## src/rtl/park_pkg.sv

```systemverilog
// Shared definitions for the car park controller: entry state encoding,
// digit width and default timing constants used by the keypad front-end
// and the park FSM.
package park_pkg;

  localparam int unsigned DIGIT_W            = 2;
  localparam int unsigned DEF_TIMEOUT_CYCLES = 1000;
  localparam int unsigned DEF_MAX_FAIL       = 3;
  localparam int unsigned DEF_LOCKOUT_CYCLES = 5000;

  typedef enum logic [2:0] {
    StIdle,
    StDigit1,
    StDigit2,
    StWaitResult,
    StLocked
  } park_state_e;

  // Width of a counter that must reach the larger of two cycle limits.
  function automatic int unsigned timer_width(input int unsigned a, input int unsigned b);
    int unsigned m;
    m = (a > b) ? a : b;
    return $clog2(m + 1);
  endfunction

endpackage

```

## src/rtl/park_in_sync.sv

```systemverilog
// Two-flop input synchroniser with optional rising-edge detection.
// Level mode: 2 cycles latency. Edge mode: registered one-cycle pulse,
// 3 cycles latency, so a held level produces a single pulse.
module park_in_sync #(
  parameter bit EDGE = 1'b0
) (
  input  logic clk,
  input  logic reset,
  input  logic din,
  output logic dout
);

  logic s1_q, s2_q, s3_q, pulse_q;

  // Synchroniser chain plus delayed copy for edge detection.
  always_ff @(posedge clk or posedge reset) begin
    if (reset) begin
      s1_q    <= 1'b0;
      s2_q    <= 1'b0;
      s3_q    <= 1'b0;
      pulse_q <= 1'b0;
    end else begin
      s1_q    <= din;
      s2_q    <= s1_q;
      s3_q    <= s2_q;
      pulse_q <= s2_q & ~s3_q;
    end
  end

  assign dout = EDGE ? pulse_q : s2_q;

endmodule

```

## src/rtl/park_pwd_entry.sv

```systemverilog
// Keypad front-end for the car park controller. Arms on the entrance sensor,
// collects two digits, presents them with a one-cycle pwd_valid strobe,
// counts rejected attempts and enforces a timed lockout.
// Optional build macro PARK_KEY_SYNC_EN: synchronise sensor_entrance,
// key_valid and key_clear (the latter two edge-detected).
module park_pwd_entry
  import park_pkg::*;
#(
  parameter int unsigned TIMEOUT_CYCLES = DEF_TIMEOUT_CYCLES,
  parameter int unsigned MAX_FAIL       = DEF_MAX_FAIL,
  parameter int unsigned LOCKOUT_CYCLES = DEF_LOCKOUT_CYCLES
) (
  input  logic               clk,
  input  logic               reset,
  input  logic               sensor_entrance,
  input  logic               key_valid,
  input  logic [DIGIT_W-1:0] key_code,
  input  logic               key_clear,
  input  logic               result_valid,
  input  logic               pwd_ok,
  output logic [DIGIT_W-1:0] password_1,
  output logic [DIGIT_W-1:0] password_2,
  output logic               pwd_valid,
  output logic               entry_busy,
  output logic               timeout,
  output logic               locked,
  output logic [1:0]         fail_cnt
);

  localparam int unsigned        TimerW      = timer_width(TIMEOUT_CYCLES, LOCKOUT_CYCLES);
  localparam logic [TimerW-1:0]  TimeoutLast = TimerW'(TIMEOUT_CYCLES - 1);
  localparam logic [TimerW-1:0]  LockoutLast = TimerW'(LOCKOUT_CYCLES - 1);
  localparam logic [1:0]         MaxFail     = 2'(MAX_FAIL);

  logic sens, kv, kc;

`ifdef PARK_KEY_SYNC_EN
  park_in_sync #(.EDGE(1'b0)) u_sync_sens (
    .clk   (clk),
    .reset (reset),
    .din   (sensor_entrance),
    .dout  (sens)
  );
  park_in_sync #(.EDGE(1'b1)) u_sync_kv (
    .clk   (clk),
    .reset (reset),
    .din   (key_valid),
    .dout  (kv)
  );
  park_in_sync #(.EDGE(1'b1)) u_sync_kc (
    .clk   (clk),
    .reset (reset),
    .din   (key_clear),
    .dout  (kc)
  );
`else
  assign sens = sensor_entrance;
  assign kv   = key_valid;
  assign kc   = key_clear;
`endif

  park_state_e        state_q, state_d;
  logic [TimerW-1:0]  timer_q, timer_d;
  logic [DIGIT_W-1:0] d1_q, d1_d, d2_q, d2_d;
  logic [DIGIT_W-1:0] pw1_q, pw1_d, pw2_q, pw2_d;
  logic               pend_q, pend_d;  // d2 accepted, present on next edge
  logic               pv_q, pv_d, to_q, to_d;
  logic [1:0]         fail_q, fail_d, fail_inc;
  logic               expire;

  assign expire   = (state_q == StLocked) ? (timer_q == LockoutLast) : (timer_q == TimeoutLast);
  assign fail_inc = (fail_q >= MaxFail) ? MaxFail : fail_q + 2'd1;

  // Next-state, timer and output register updates.
  always_comb begin
    state_d = state_q;
    timer_d = timer_q;
    d1_d    = d1_q;
    d2_d    = d2_q;
    pw1_d   = pw1_q;
    pw2_d   = pw2_q;
    pend_d  = 1'b0;
    pv_d    = 1'b0;
    to_d    = 1'b0;
    fail_d  = fail_q;
    if (state_q != StIdle) timer_d = timer_q + TimerW'(1);
    unique case (state_q)
      StIdle: begin
        if (sens) begin
          state_d = StDigit1;
          timer_d = '0;
        end
      end
      StDigit1: begin
        if (kc) begin
          timer_d = '0;
        end else if (kv) begin
          d1_d    = key_code;
          state_d = StDigit2;
          timer_d = '0;
        end else if (expire) begin
          to_d    = 1'b1;
          state_d = StIdle;
          timer_d = '0;
        end
      end
      StDigit2: begin
        if (pend_q) begin
          pw1_d   = d1_q;
          pw2_d   = d2_q;
          pv_d    = 1'b1;
          state_d = StWaitResult;
          timer_d = '0;
        end else if (kc) begin
          d1_d    = '0;
          state_d = StDigit1;
          timer_d = '0;
        end else if (kv) begin
          d2_d    = key_code;
          pend_d  = 1'b1;
          timer_d = '0;
        end else if (expire) begin
          to_d    = 1'b1;
          state_d = StIdle;
          timer_d = '0;
        end
      end
      StWaitResult: begin
        if (result_valid) begin
          timer_d = '0;
          if (pwd_ok) begin
            fail_d  = '0;
            state_d = StIdle;
          end else begin
            fail_d  = fail_inc;
            state_d = (fail_inc == MaxFail) ? StLocked : StDigit1;
          end
        end else if (expire) begin
          to_d    = 1'b1;
          state_d = StIdle;
          timer_d = '0;
        end
      end
      StLocked: begin
        if (expire) begin
          fail_d  = '0;
          state_d = StIdle;
          timer_d = '0;
        end
      end
      default: begin
        state_d = StIdle;
        timer_d = '0;
      end
    endcase
  end

  // State and registered outputs; reset takes effect without a clock.
  always_ff @(posedge clk or posedge reset) begin
    if (reset) begin
      state_q <= StIdle;
      timer_q <= '0;
      d1_q    <= '0;
      d2_q    <= '0;
      pw1_q   <= '0;
      pw2_q   <= '0;
      pend_q  <= 1'b0;
      pv_q    <= 1'b0;
      to_q    <= 1'b0;
      fail_q  <= '0;
    end else begin
      state_q <= state_d;
      timer_q <= timer_d;
      d1_q    <= d1_d;
      d2_q    <= d2_d;
      pw1_q   <= pw1_d;
      pw2_q   <= pw2_d;
      pend_q  <= pend_d;
      pv_q    <= pv_d;
      to_q    <= to_d;
      fail_q  <= fail_d;
    end
  end

  assign password_1 = pw1_q;
  assign password_2 = pw2_q;
  assign pwd_valid  = pv_q;
  assign timeout    = to_q;
  assign fail_cnt   = fail_q;
  assign entry_busy = (state_q == StDigit1) || (state_q == StDigit2) ||
                      (state_q == StWaitResult);
  assign locked     = (state_q == StLocked);

endmodule

```

## config.mk

```make
export PLATFORM = sky130hd
export DESIGN_NAME = park_pwd_entry
export DESIGN_NICKNAME = d
export VERILOG_FILES = /design/src/rtl/park_pkg.sv /design/src/rtl/park_in_sync.sv /design/src/rtl/park_pwd_entry.sv
export SDC_FILE = /design/constraint.sdc
export NUM_CORES = 1
export LEC_CHECK = 0
export BUFFER_PORTS_ARGS = -buffer_cell sky130_fd_sc_hd__buf_2
export CORE_MARGIN = 3
export CORE_UTILIZATION = 61
export DETAILED_ROUTE_END_ITERATION = 16
export GPL_TIMING_DRIVEN = 0
export PLACE_DENSITY_LB_ADDON = 0.25
export SETUP_SLACK_MARGIN = 0.3
export SLEW_MARGIN = 20
export SYNTH_ARGS = -nofsm -noshare
export SYNTH_HDL_FRONTEND = slang
export SYNTH_HIERARCHICAL = 1
export SYNTH_SLANG_ARGS = --single-unit
export TNS_END_PERCENT = 1
```

## constraint.sdc

```tcl
create_clock -name clk -period 3.1 [get_ports clk]
set_clock_uncertainty 0.05 [all_clocks]
set_input_delay 0.775 -clock clk [delete_from_list [all_inputs] [get_ports clk]]
set_output_delay 0.775 -clock clk [all_outputs]
set_load 0.005 [all_outputs]
```

Word level (Yosys, flattened, before mapping)
Cells that the tools add are included.
{"block": "op_classes", "addsub": 2, "order_cmp": 1, "eq_ne": 15, "n_reduce_logical": 11, "bitwise": 2, "mux": 42}
{"cell": "13-bit 2-to-1 mux", "count": 7}
{"cell": "13-bit one-hot mux with 5 select lines", "count": 1}
{"cell": "3-bit 2-to-1 mux", "count": 10}
{"cell": "2-bit 2-to-1 mux", "count": 8}
{"cell": "3-bit one-hot mux with 5 select lines", "count": 1}
{"cell": "13-bit by 1-bit adder with 13-bit output, second input constant", "count": 1}
{"cell": "13-bit by 10-bit equality test with 1-bit output, second input constant", "count": 1}
{"cell": "13-bit equality test, second input constant", "count": 1}
{"cell": "1-bit 2-to-1 mux", "count": 12}
{"cell": "2-bit inequality test, second input constant", "count": 6}
{"cell": "2-bit one-hot mux with 2 select lines", "count": 2}
{"cell": "3-bit by 2-bit equality test with 1-bit output, second input constant", "count": 2}
{"cell": "3-bit AND reduction", "count": 2}
{"cell": "5-bit AND reduction", "count": 1}
{"cell": "4-bit inequality test, second input constant", "count": 1}
{"cell": "4-bit AND reduction", "count": 1}
{"cell": "2-bit nonzero test", "count": 2}
{"cell": "3-bit by 1-bit equality test with 1-bit output, second input constant", "count": 1}
{"cell": "3-bit equality test, second input constant", "count": 1}
{"cell": "3-bit logical NOT", "count": 1}
{"cell": "1-bit one-hot mux with 3 select lines", "count": 1}
{"cell": "3-bit nonzero test", "count": 1}
{"cell": "2-bit by 1-bit adder with 2-bit output, second input constant", "count": 1}
{"cell": "2-bit equality test, second input constant", "count": 1}
{"cell": "other kinds (5)", "count": 7}
{"block": "word_totals", "out_inout_bits": 10, "regBits": 29, "wordCells": 83, "inputBits": 9}

Depth between registers and ports, before layout
{"block": "logic_depth", "ltp_word": 7, "mapped_depth": 8, "ltp_nobuf": 7}

Worst setup path before layout
OpenSTA, ideal clock, no wires.
{"block": "synth_path", "kind": "input-to-reg", "start": "input key_clear", "end": "register timer_q[3]", "required_ps": 2911, "setup_time_ps": 139, "stages": 7, "arrival_time_ps": 1928, "slack_ps": 983, "path_cell_list": "clkbuf_1 > a2111oi_4 > or3_1 > buf_4 > buf_6 > a31oi_1 > a31oi_1"}
{"block": "synth_via", "elab_chain_len": 3}
{"element": "start: declaration", "line_no": "park_pwd_entry.sv:18", "source": "input logic key_clear,"}
{"element": "13-bit 2-to-1 mux *", "line_no": "park_pwd_entry.sv:95", "source": "if (kc) begin"}
{"element": "13-bit 2-to-1 mux", "line_no": "park_pwd_entry.sv:108", "source": "if (pend_q) begin"}
{"element": "13-bit one-hot mux with 5 select lines *", "line_no": "park_pwd_entry.sv:87", "source": "unique case (state_q)"}
{"element": "via timer_d[3]", "line_no": "park_pwd_entry.sv:63", "source": "logic [TimerW-1:0] timer_q, timer_d;"}
{"element": "end signal: assignment", "line_no": "park_pwd_entry.sv:173", "source": "timer_q <= timer_d;"}
{"element": "end: declaration", "line_no": "park_pwd_entry.sv:63"}
The timed path passes the listed nets; every way through them passes the cells marked *.
A chain may end at the register's enable or synchronous reset.

Worst setup path in the final report
{"block": "layout_path", "start": "register state_q[1]", "end": "register timer_q[6]"}
{"block": "layout_via", "elab_chain_len": 7, "word_cells_on_any_way": 15, "classes_between": "eq/ne (4); mux (9); reduce/logical (2)"}
{"element": "start: declaration", "line_no": "park_pwd_entry.sv:62", "source": "park_state_e state_q, state_d;"}
{"element": "start signal: assignment", "line_no": "park_pwd_entry.sv:161", "source": "state_q <= StIdle;"}
{"element": "start signal: assignment", "line_no": "park_pwd_entry.sv:172", "source": "state_q <= state_d;"}
{"element": "3-bit equality test or 3-bit nonzero test (tied branches)", "line_no": "park_pwd_entry.sv:71, park_pwd_entry.sv:87, park_pwd_entry.sv:86"}
{"element": "1-bit 2-to-1 mux or 13-bit 2-to-1 mux (tied branches)", "line_no": "park_pwd_entry.sv:71, park_pwd_entry.sv:86"}
{"element": "13-bit 2-to-1 mux"}
{"element": "13-bit 2-to-1 mux", "line_no": "park_pwd_entry.sv:97", "source": "end else if (kv) begin"}
{"element": "13-bit 2-to-1 mux", "line_no": "park_pwd_entry.sv:95"}
{"element": "13-bit 2-to-1 mux", "line_no": "park_pwd_entry.sv:108"}
{"element": "13-bit one-hot mux with 5 select lines *", "line_no": "park_pwd_entry.sv:87"}
{"element": "via timer_d[6]", "line_no": "park_pwd_entry.sv:63"}
Marks and branches as above.

==> run metrics <==
part of the power in registers=40.9%; Die ar.=3340 sq um; EDFF count, synth=0; Setup TNS=0 ns; most frequent cell after synthesis=dfrtp_1; post-synthesis sequential area ratio=44.3%; hold buffer count at CTS=0; CTS max path bufs=2; Synth Warn #=6; CTS tree=built; Die Wd=57.8 microns; Final Hold Violating Endpoints=0; global-route wire length before repair=6.15 mm; Crit path buffers/inverters=2; share of layout cells above drive strength 1=19.0%; worst path required time=3.29 ns; critical path arrival=2.45 ns; clock slew at reported path FFs=0.09 ns; largest net degree at the start of global routing=30; mean post-synth cell area=9.57 sq um; Synth area leader=dfrtp_1; clock sink total=29; CP peak stage delay=0.45 ns; vias in the first global route=1364; Period Utilization, post-route=72.8%; Power Internal=768 uW; power per cell area=672 nW/um^2; ANT cells=0; Layout area overhead=10.9%; Yosys cell types=46; Core Area=2520 sq um; via/cell ratio=6.28; filler cell count=205; switching power=451 uW; Max transition margin=59.5%; Seq cells post-synth=29; crit end category=register; FP Rows=18; clock share of power=19.1%; Startpoint Class=register; cell count after synthesis=171; post-route design area=1810 sq um; number of antenna-violating nets in the routed design=0; crit-path max FO=10; register area=726 sq um; async set-or-reset flop fraction in the synthesized netlist=100%; initial antenna violation count=0; Boundary Pins=19; drt first pass iters=4; routed wire length per instance=15.8 microns; switching share of power=37.0%; Routed Wire Length=3.56 mm; top cells by area, synth=dfrtp_1 (44%), a31oi_1 (5.4%), mux2_2 (4.1%), nor2_1 (3.7%), nand3_1 (3.1%); max-cap viol count=0; number of CTS-inserted buffers=5; cell family with most CP delay=simple AND/OR/NAND/NOR gates; Final Max Slew Viols=0; worst-skew pair later-pin latency=0.33 ns; DRC viols=0; post-CTS sizing=0; Setup Buffers After CTS=0; H-tree levels=2; Commonest cells post-synth=dfrtp_1 (29), nor2_1 (16), a31oi_1 (14); Final setup viols=0; Crit Path Class=reg -> reg; maximum vdd ir drop=0.000614 V; status=completed; Synthesized Nets=181; Root Driver=clkbuf_4; nets@finish=205; gr usage total=23.9%; RSZ-0062 raised after global routing=false; most used flip-flop cell after synthesis=dfrtp_1; Synth top area share=44.3%; GRT overflow=0; HP Class=reg -> reg; CP max stage cell=dfrtp_1; PortBufs=17; Comb pwr share=40.0%; Leak Pwr=0.837 nW; Multi-input gate area=820 sq um; routed vias=1414; synthesized area=1640 sq um; DP Area=1760 sq um; worst path cell trace=nor2_1, nand2_1, inv_2, nor3_1, o2111ai_4, clkbuf_1, nand3_1, a31oi_1; GP Congestion=0.834; Tmin final=2.26 ns; DRT iter0 DRCs=93; Die Y=57.8 microns; max frequency=443 MHz; Starting Density=64.9%; Worst Tran Pin Value=0.606 ns; DPL Wire Length=2.57 mm
==> path summary, 6_finish.rpt <==
| kind | start | end | slack, ns | cells past startpoint |
|---|---|---|---|---|
| max | state_q[1] | timer_q[6] | 0.84 | 8 |
| min | d1_q[1] | d1_q[1] | 0.44 | 1 |
| max reg2reg | state_q[1] | timer_q[6] | 0.84 | 8 |
| min reg2reg | d1_q[1] | d1_q[1] | 0.44 | 1 |
| max in group asynchronous | reset | password_1[1] | 2.15 | 2 |
| min in group asynchronous | reset | timer_q[2] | 0.46 | 2 |
==> power groups by stage <==
stage	clock network, mW	registers (mW)	logic, mW
after global routing	0.252	0.509	0.549
after floorplan	0	0.492	0.379
after global placement	0	0.499	0.463
final	0.233	0.498	0.488
after detailed placement	0	0.505	0.486
after CTS	0.241	0.497	0.489
==> cells in the final DEF (no fill, tap or decap), drive strengths merged, types with 3 or more instances in the layout <==
cell / count
nor2: 16
nor3: 5
dfrtp: 29
a21oi: 7
mux2: 6
nand4: 3
nand3: 10
clkbuf: 16
and3: 5
o21ai: 4
a21o: 4
buf: 20
inv: 9
nand2: 8
nor3b: 5
a31oi: 14
==> registers in the layout, indices dropped and copies added, names as in the netlist <==
signal / cells
timer_q: 13
state_q: 3
d1_q: 2
d2_q: 2
fail_cnt: 2
password_1: 2
password_2: 2
pend_q: 1
pwd_valid: 1
timeout: 1
==> metrics by stage <==
step | total power [mW] | cells | hold WS [ns] | utilization (%) | setup slack [ns]
finish | 1.22 | 225 | 0.443 | 71.9 | 0.843
global route | 1.31 | 225 | 0.479 | 71.9 | 0.635
CTS | 1.23 | 225 | 0.439 | 71.9 | 0.859
detailed placement | 0.991 | 218 | 0.419 | 69.7 | 0.786
global placement | 0.962 | 218 | 0.408 | 69.7 | 0.843
floorplan | 0.871 | 171 | 0.394 | - | 0.983
==> kinds of logic after synthesis <==
kind of cell	count (synthesis)	synth area share (%)
buffers and inverters	21	5.58
multiplexers	7	4.74
XOR/XNOR	4	2.14
flip-flops	29	44.3
AND/OR/NAND/NOR	66	22.2
AO/OA/AOI/OAI	42	19.6
adder cells (fa/ha/maj)	2	1.38
==> layer usage <==
metal | GRT usage (%) | wire length, microns
met5 | 0 | 0
met4 | 10.3 | 65
met3 | 4.01 | 203
met2 | 36.9 | 1670
met1 | 33.1 | 1620
==> final cells by class <==
type,count,share of cell area (%)
flip-flops and latches,29,40.0
plain buffers,12,3.17
repair buffers,17,4.69
clock buffers,7,3.03
inverters,9,1.86
multi-input cells,121,45.2
well taps,30,2.07
No activity file was read; power rests on OpenSTA's default activity.
